**src/rtl/fpadd_pipe16.sv**
```systemverilog
// Two-stage pipelined binary16 adder: stage 1 unpacks, orders and aligns the operands,
// stage 2 adds or subtracts, normalizes, truncates and flags specials/overflow.
module fpadd_pipe16 (
    input  logic        CLK,
    input  logic        RST,
    input  logic [15:0] a,
    input  logic [15:0] b,
    output logic [15:0] out,
    output logic        overflow,
    output logic        sub
);

    logic [14:0] mag_a, mag_b, mag_l, mag_s;
    logic        a_big;
    logic [10:0] sig_s_raw;
    logic [4:0]  shamt;

    logic        sign_d, eff_sub_d, special_d;
    logic [4:0]  exp_l_d;
    logic [10:0] sig_l_d, sig_s_d;

    logic        sign_q, eff_sub_q, special_q;
    logic [4:0]  exp_l_q;
    logic [10:0] sig_l_q, sig_s_q;

    logic [11:0] sum;
    logic [3:0]  lz;
    logic        found;
    logic [5:0]  exp_inc;
    logic [9:0]  frac;
    logic [15:0] out_d, out_q;
    logic        ovf_d, ovf_q, sub_q;

    always_comb begin
        // Exponent-zero operands are flushed to zero before ordering.
        mag_a     = (a[14:10] == 5'd0) ? 15'd0 : a[14:0];
        mag_b     = (b[14:10] == 5'd0) ? 15'd0 : b[14:0];
        a_big     = (mag_a >= mag_b);
        mag_l     = a_big ? mag_a : mag_b;
        mag_s     = a_big ? mag_b : mag_a;
        sign_d    = a_big ? a[15] : b[15];
        eff_sub_d = a[15] ^ b[15];
        special_d = (a[14:10] == 5'h1F) || (b[14:10] == 5'h1F);
        exp_l_d   = mag_l[14:10];
        sig_l_d   = (mag_l[14:10] == 5'd0) ? 11'd0 : {1'b1, mag_l[9:0]};
        sig_s_raw = (mag_s[14:10] == 5'd0) ? 11'd0 : {1'b1, mag_s[9:0]};
        shamt     = mag_l[14:10] - mag_s[14:10];
        // Bits shifted below the larger operand's LSB are truncated here; large gaps yield zero.
        sig_s_d   = sig_s_raw >> shamt;
    end

    always_ff @(posedge CLK or negedge RST) begin
        if (!RST) begin
            sign_q    <= 1'b0;
            eff_sub_q <= 1'b0;
            special_q <= 1'b0;
            exp_l_q   <= 5'd0;
            sig_l_q   <= 11'd0;
            sig_s_q   <= 11'd0;
        end else begin
            sign_q    <= sign_d;
            eff_sub_q <= eff_sub_d;
            special_q <= special_d;
            exp_l_q   <= exp_l_d;
            sig_l_q   <= sig_l_d;
            sig_s_q   <= sig_s_d;
        end
    end

    always_comb begin
        sum = eff_sub_q ? ({1'b0, sig_l_q} - {1'b0, sig_s_q})
                        : ({1'b0, sig_l_q} + {1'b0, sig_s_q});
        lz    = 4'd0;
        found = 1'b0;
        for (int i = 10; i >= 0; i--) begin
            if (!found && sum[i]) begin
                lz    = 4'(10 - i);
                found = 1'b1;
            end
        end
        exp_inc = {1'b0, exp_l_q} + 6'd1;
        frac    = 10'd0;
        out_d   = 16'h0000;
        ovf_d   = 1'b0;
        if (special_q) begin
            out_d = 16'h7FFF;
            ovf_d = 1'b1;
        end else if (sum[11]) begin
            frac = sum[10:1];
            if (exp_inc >= 6'd31) begin
                out_d = {sign_q, 5'h1F, 10'h000};
                ovf_d = 1'b1;
            end else begin
                out_d = {sign_q, exp_inc[4:0], frac};
            end
        end else if ((sum != 12'd0) && (exp_l_q > {1'b0, lz})) begin
            frac  = 10'(sum[10:0] << lz);
            out_d = {sign_q, exp_l_q - {1'b0, lz}, frac};
        end
    end

    always_ff @(posedge CLK or negedge RST) begin
        if (!RST) begin
            out_q <= 16'h0000;
            ovf_q <= 1'b0;
            sub_q <= 1'b0;
        end else begin
            out_q <= out_d;
            ovf_q <= ovf_d;
            sub_q <= eff_sub_q;
        end
    end

    assign out      = out_q;
    assign overflow = ovf_q;
    assign sub      = sub_q;

endmodule

```
**config.mk**
```make
export PLATFORM = sky130hd
export DESIGN_NAME = fpadd_pipe16
export DESIGN_NICKNAME = d
export VERILOG_FILES = /design/src/rtl/fpadd_pipe16.sv
export SDC_FILE = /design/constraint.sdc
export NUM_CORES = 1
export LEC_CHECK = 0
export CORE_ASPECT_RATIO = 0.5
export CORE_MARGIN = 4
export CORE_UTILIZATION = 25
export DETAILED_ROUTE_END_ITERATION = 10
export PLACE_DENSITY = 0.4
export SLEW_MARGIN = 20
export SYNTH_ARGS = -nofsm -noshare
export SYNTH_HDL_FRONTEND = slang
export SYNTH_SLANG_ARGS = --single-unit
```
**constraint.sdc**
```tcl
create_clock -name CLK -period 4.5 [get_ports CLK]
set_input_delay 0.9 -clock CLK [delete_from_list [all_inputs] [get_ports CLK]]
set_output_delay 0.9 -clock CLK [all_outputs]
set_load 0.02 [all_outputs]
```
==> results.cfg, run 1 <==
[die]
fp.coreArea_sq_mm = 0.01848
initial_utilization_pct = 25.63
dieHeight_microns = 105.3
pin_count = 52
die_area_sq_mm = 0.02134
num_rows = 35
die_w_microns = 202.6

[drt]
drt-wirelength-per-cell_microns = 15.03
wl_mm = 15.14
antenna_left = 0
vias = 4717
viasPerCell = 4.684
drt_iter0_markers = 211
drt_pass1_iterations = 4
drc = 0

[clock_network]
cts_root_buffer = clkbuf_16
cts.sinks = 48
cts_buffers = 5
cts_hold_buf = 0
cts_tree = yes
cts_buffer_depth = 2
htreeDepth = 2
clk_latency_ns = 0.29
clk_pin_slew_ns = 0.06

[pwr]
p_switching_uw = 2922
leakage_uw = 0.003163
powerDensity_mw_per_mm2 = 836.1
intPower_uw = 3250
p_sw_share_pct = 47.34
p_comb_share_pct = 83.0
clock_power_share_pct = 6.9
vdd_drop_max_uv = 356.2
p_seq_share_pct = 10.1
power_uw = 6172

[final_layout]
antennaDiodeCount = 0
fin_nets = 817
utilization_pct = 39.95
final_common_cell = buf_4
final_cell_mix = buf_4 (145), dfrtp_1 (48), nand2_1 (47)
synthToLayoutAreaGrowth_pct = 55.88
drive_gt1_share_pct = 41.31

[worst_setup_path]
end_kind = flip-flop
required_ns = 4.70
path_class = reg -> reg
cp_max_fo = 5
worstPathArrival_ns = 4.63
start_kind = flip-flop

[yosys]
syn-num-nets = 633
ys_seq_elements = 48
synth_top_area_share_pct = 25.36
synth-simple-area-share_pct = 19.95
ys_types = 89
synth_mux_area_share_pct = 6.922
syn_area_sq_mm = 0.004736
synth_xor_area_share_pct = 5.310
synth_top_area_cell = dfrtp_1
async_flop_share_pct = 100.0
yosys_warnings = 0
synth_top_family_by_area = compound AO/OA/AOI/OAI gates
synth-seq-area-share_pct = 25.36
synth-adder-area-share_pct = 9.828
synth_compound_area_share_pct = 26.34
synth_cells = 563
synthFlopType = dfrtp_1
ys_top_cells_by_area = dfrtp_1 (25%), ha_1 (9.0%), nand2_1 (4.8%)
synth_edf_count = 0
syn_avg_cell_area_sq_um = 8.412

[global_route]
grt_use_total_pct = 13.86
grt_busiest_layer = met2
grt_pass1_wl_mm = 24.41
grt_pass1_vias = 4804
grt_use_met3_pct = 1.599
grt_overflow = 0
grt_start_max_net_pins = 49
grt_antenna_before_repair = 0
met2_usage_pct = 22.41
grt.met1_usage_pct = 19.97

[sta]
fmax_mhz = 225.6
worstMarginPinSlew_ns = 0.5728
fin_skew_ns = 0.006596
setup_violations = 0
period_needed_ns = 4.433
rsz0062_at_grt = true
hold_slack_ns = 0.4891
maxSlewHeadroom_pct = 61.49
fin_crit_sh_pct = 98.50
final-max-slew-violation-count = 0
fin_setup_tns_ns = 0
hold_violations = 0
timing.final.ws_setup_ns = 0.06733

[worst_hold_path]
hold_path.class = reg -> reg

[outcome]
status = finished clean

[place]
portBuffers = 51
gp_congestion = 0.8398
dp_slack_ns = -0.7120
dp_hpwl_mm = 12.15

[run]
maxCapViolCount = 0
[power groups by stage]
stage / clock, uW / sequential (uW) / combinational (uW)
after floorplan: 0 / 726 / 2810
after CTS: 445 / 627 / 4650
after detailed placement: 0 / 633 / 4420
after global routing: 460 / 641 / 5570
final: 427 / 625 / 5120
after global placement: 0 / 633 / 4450
[worst max-delay path, stage by stage, from the launching register on]
cell and delay [ns]:
dfrtp_1 0.37, or3_4 0.43, nor3b_4 0.30, a21oi_2 0.10, xnor2_1 0.14, ha_1 0.37, a21oi_2 0.20, o21ai_2 0.08
or2_0 0.20, o221a_2 0.28, or2_4 0.28, nor3_4 0.16, inv_2 0.08, ha_4 0.27, inv_2 0.03, o21ai_2 0.12
a21o_1 0.17, a21oi_4 0.08, or3_4 0.37, nor3_4 0.13, a211oi_2 0.07, o31ai_2 0.09
[final timing paths]
kind,start,cells after the start,slack [ns],endpoint
max in group asynchronous,RST,1,3.50,sig_l_q[7]$_DFF_PN0_
max reg2reg,sig_s_q[3]$_DFF_PN0_,21,0.07,out[5]$_DFF_PN0_
max,sig_s_q[3]$_DFF_PN0_,21,0.07,out[5]$_DFF_PN0_
min,sign_q$_DFF_PN0_,1,0.49,out[15]$_DFF_PN0_
min in group asynchronous,RST,1,0.60,out[12]$_DFF_PN0_
min reg2reg,sign_q$_DFF_PN0_,1,0.49,out[15]$_DFF_PN0_
[synth_stat cells (all sizes together) (2+ instances only)]
cell,count
a211o,2
a211oi,16
a21o,10
a21oi,48
a221o,2
a22o,3
a22oi,3
a31oi,5
and2,7
and3,3
and3b,2
buf,13
clkbuf,14
dfrtp,48
fa,2
ha,34
inv,36
mux2,9
mux2i,20
nand2,62
nand2b,8
nand3,17
nand4,6
nor2,40
nor2b,2
nor3,18
nor3b,3
nor4,5
o2111a,3
o211ai,5
o21a,2
o21ai,37
o221ai,6
o22ai,3
o311ai,2
o31a,2
o31ai,5
o32ai,3
o41ai,3
or2,5
or3,5
xnor2,18
xor2,9
[sequential cells by signal (all words and copies together), names as in the netlist]
register,flops
eff_sub_q,1
exp_l_q,5
out,16
overflow,1
sig_l_q,11
sig_s_q,11
sign_q,1
special_q,1
sub,1
[final cells by class]
type | count | area, sq um
fillers | 1915 | 11100
multi-input cells | 452 | 3826
repair buffers | 204 | 1718
flip-flops and latches | 48 | 1201
well taps | 259 | 324.1
inverters | 36 | 140.1
clock buffers | 5 | 125.1
clock inverters | 3 | 47.55
[metal layers]
| layer | share of wire, % | vias to the layer above | wire, microns |
|---|---|---|---|
| met5 | 0 | - | 0 |
| met4 | 1.3 | 0 | 202 |
| met3 | 2.2 | 15 | 337 |
| met2 | 45 | 61 | 6874 |
| met1 | 51 | 2211 | 7726 |
| li1 | - | 2430 | - |
[kinds of logic (layout without fill, tap and decap cells)]
group / count (synthesis) / count (layout)
xor+xnor: 27 / 27
compound gates: 172 / 172
mux: 30 / 30
flops: 48 / 48
buf+inv: 63 / 248
fa+ha+maj: 36 / 36
simple gates: 187 / 187
[through the flow]
stage,std cells,instance area (sq um)
floorplan,563,4867
global placement,975,6525
detailed placement,975,6525
CTS,995,7074
global route,1007,7382
finish,1007,7382
[repair_timing]
action	CTS	global route
endpoints found under the setup margin	22	27
pin swaps	36	44
resized for setup	80	73
setup buffers	12	12
Power figures use the tool's default switching activity.
==> run 2: changes to the inputs <==
- CTS_CLUSTER_DIAMETER: default -> 200
==> results of run 2 <==
The final DEF is identical to that of run 1; final timing and power are the same.
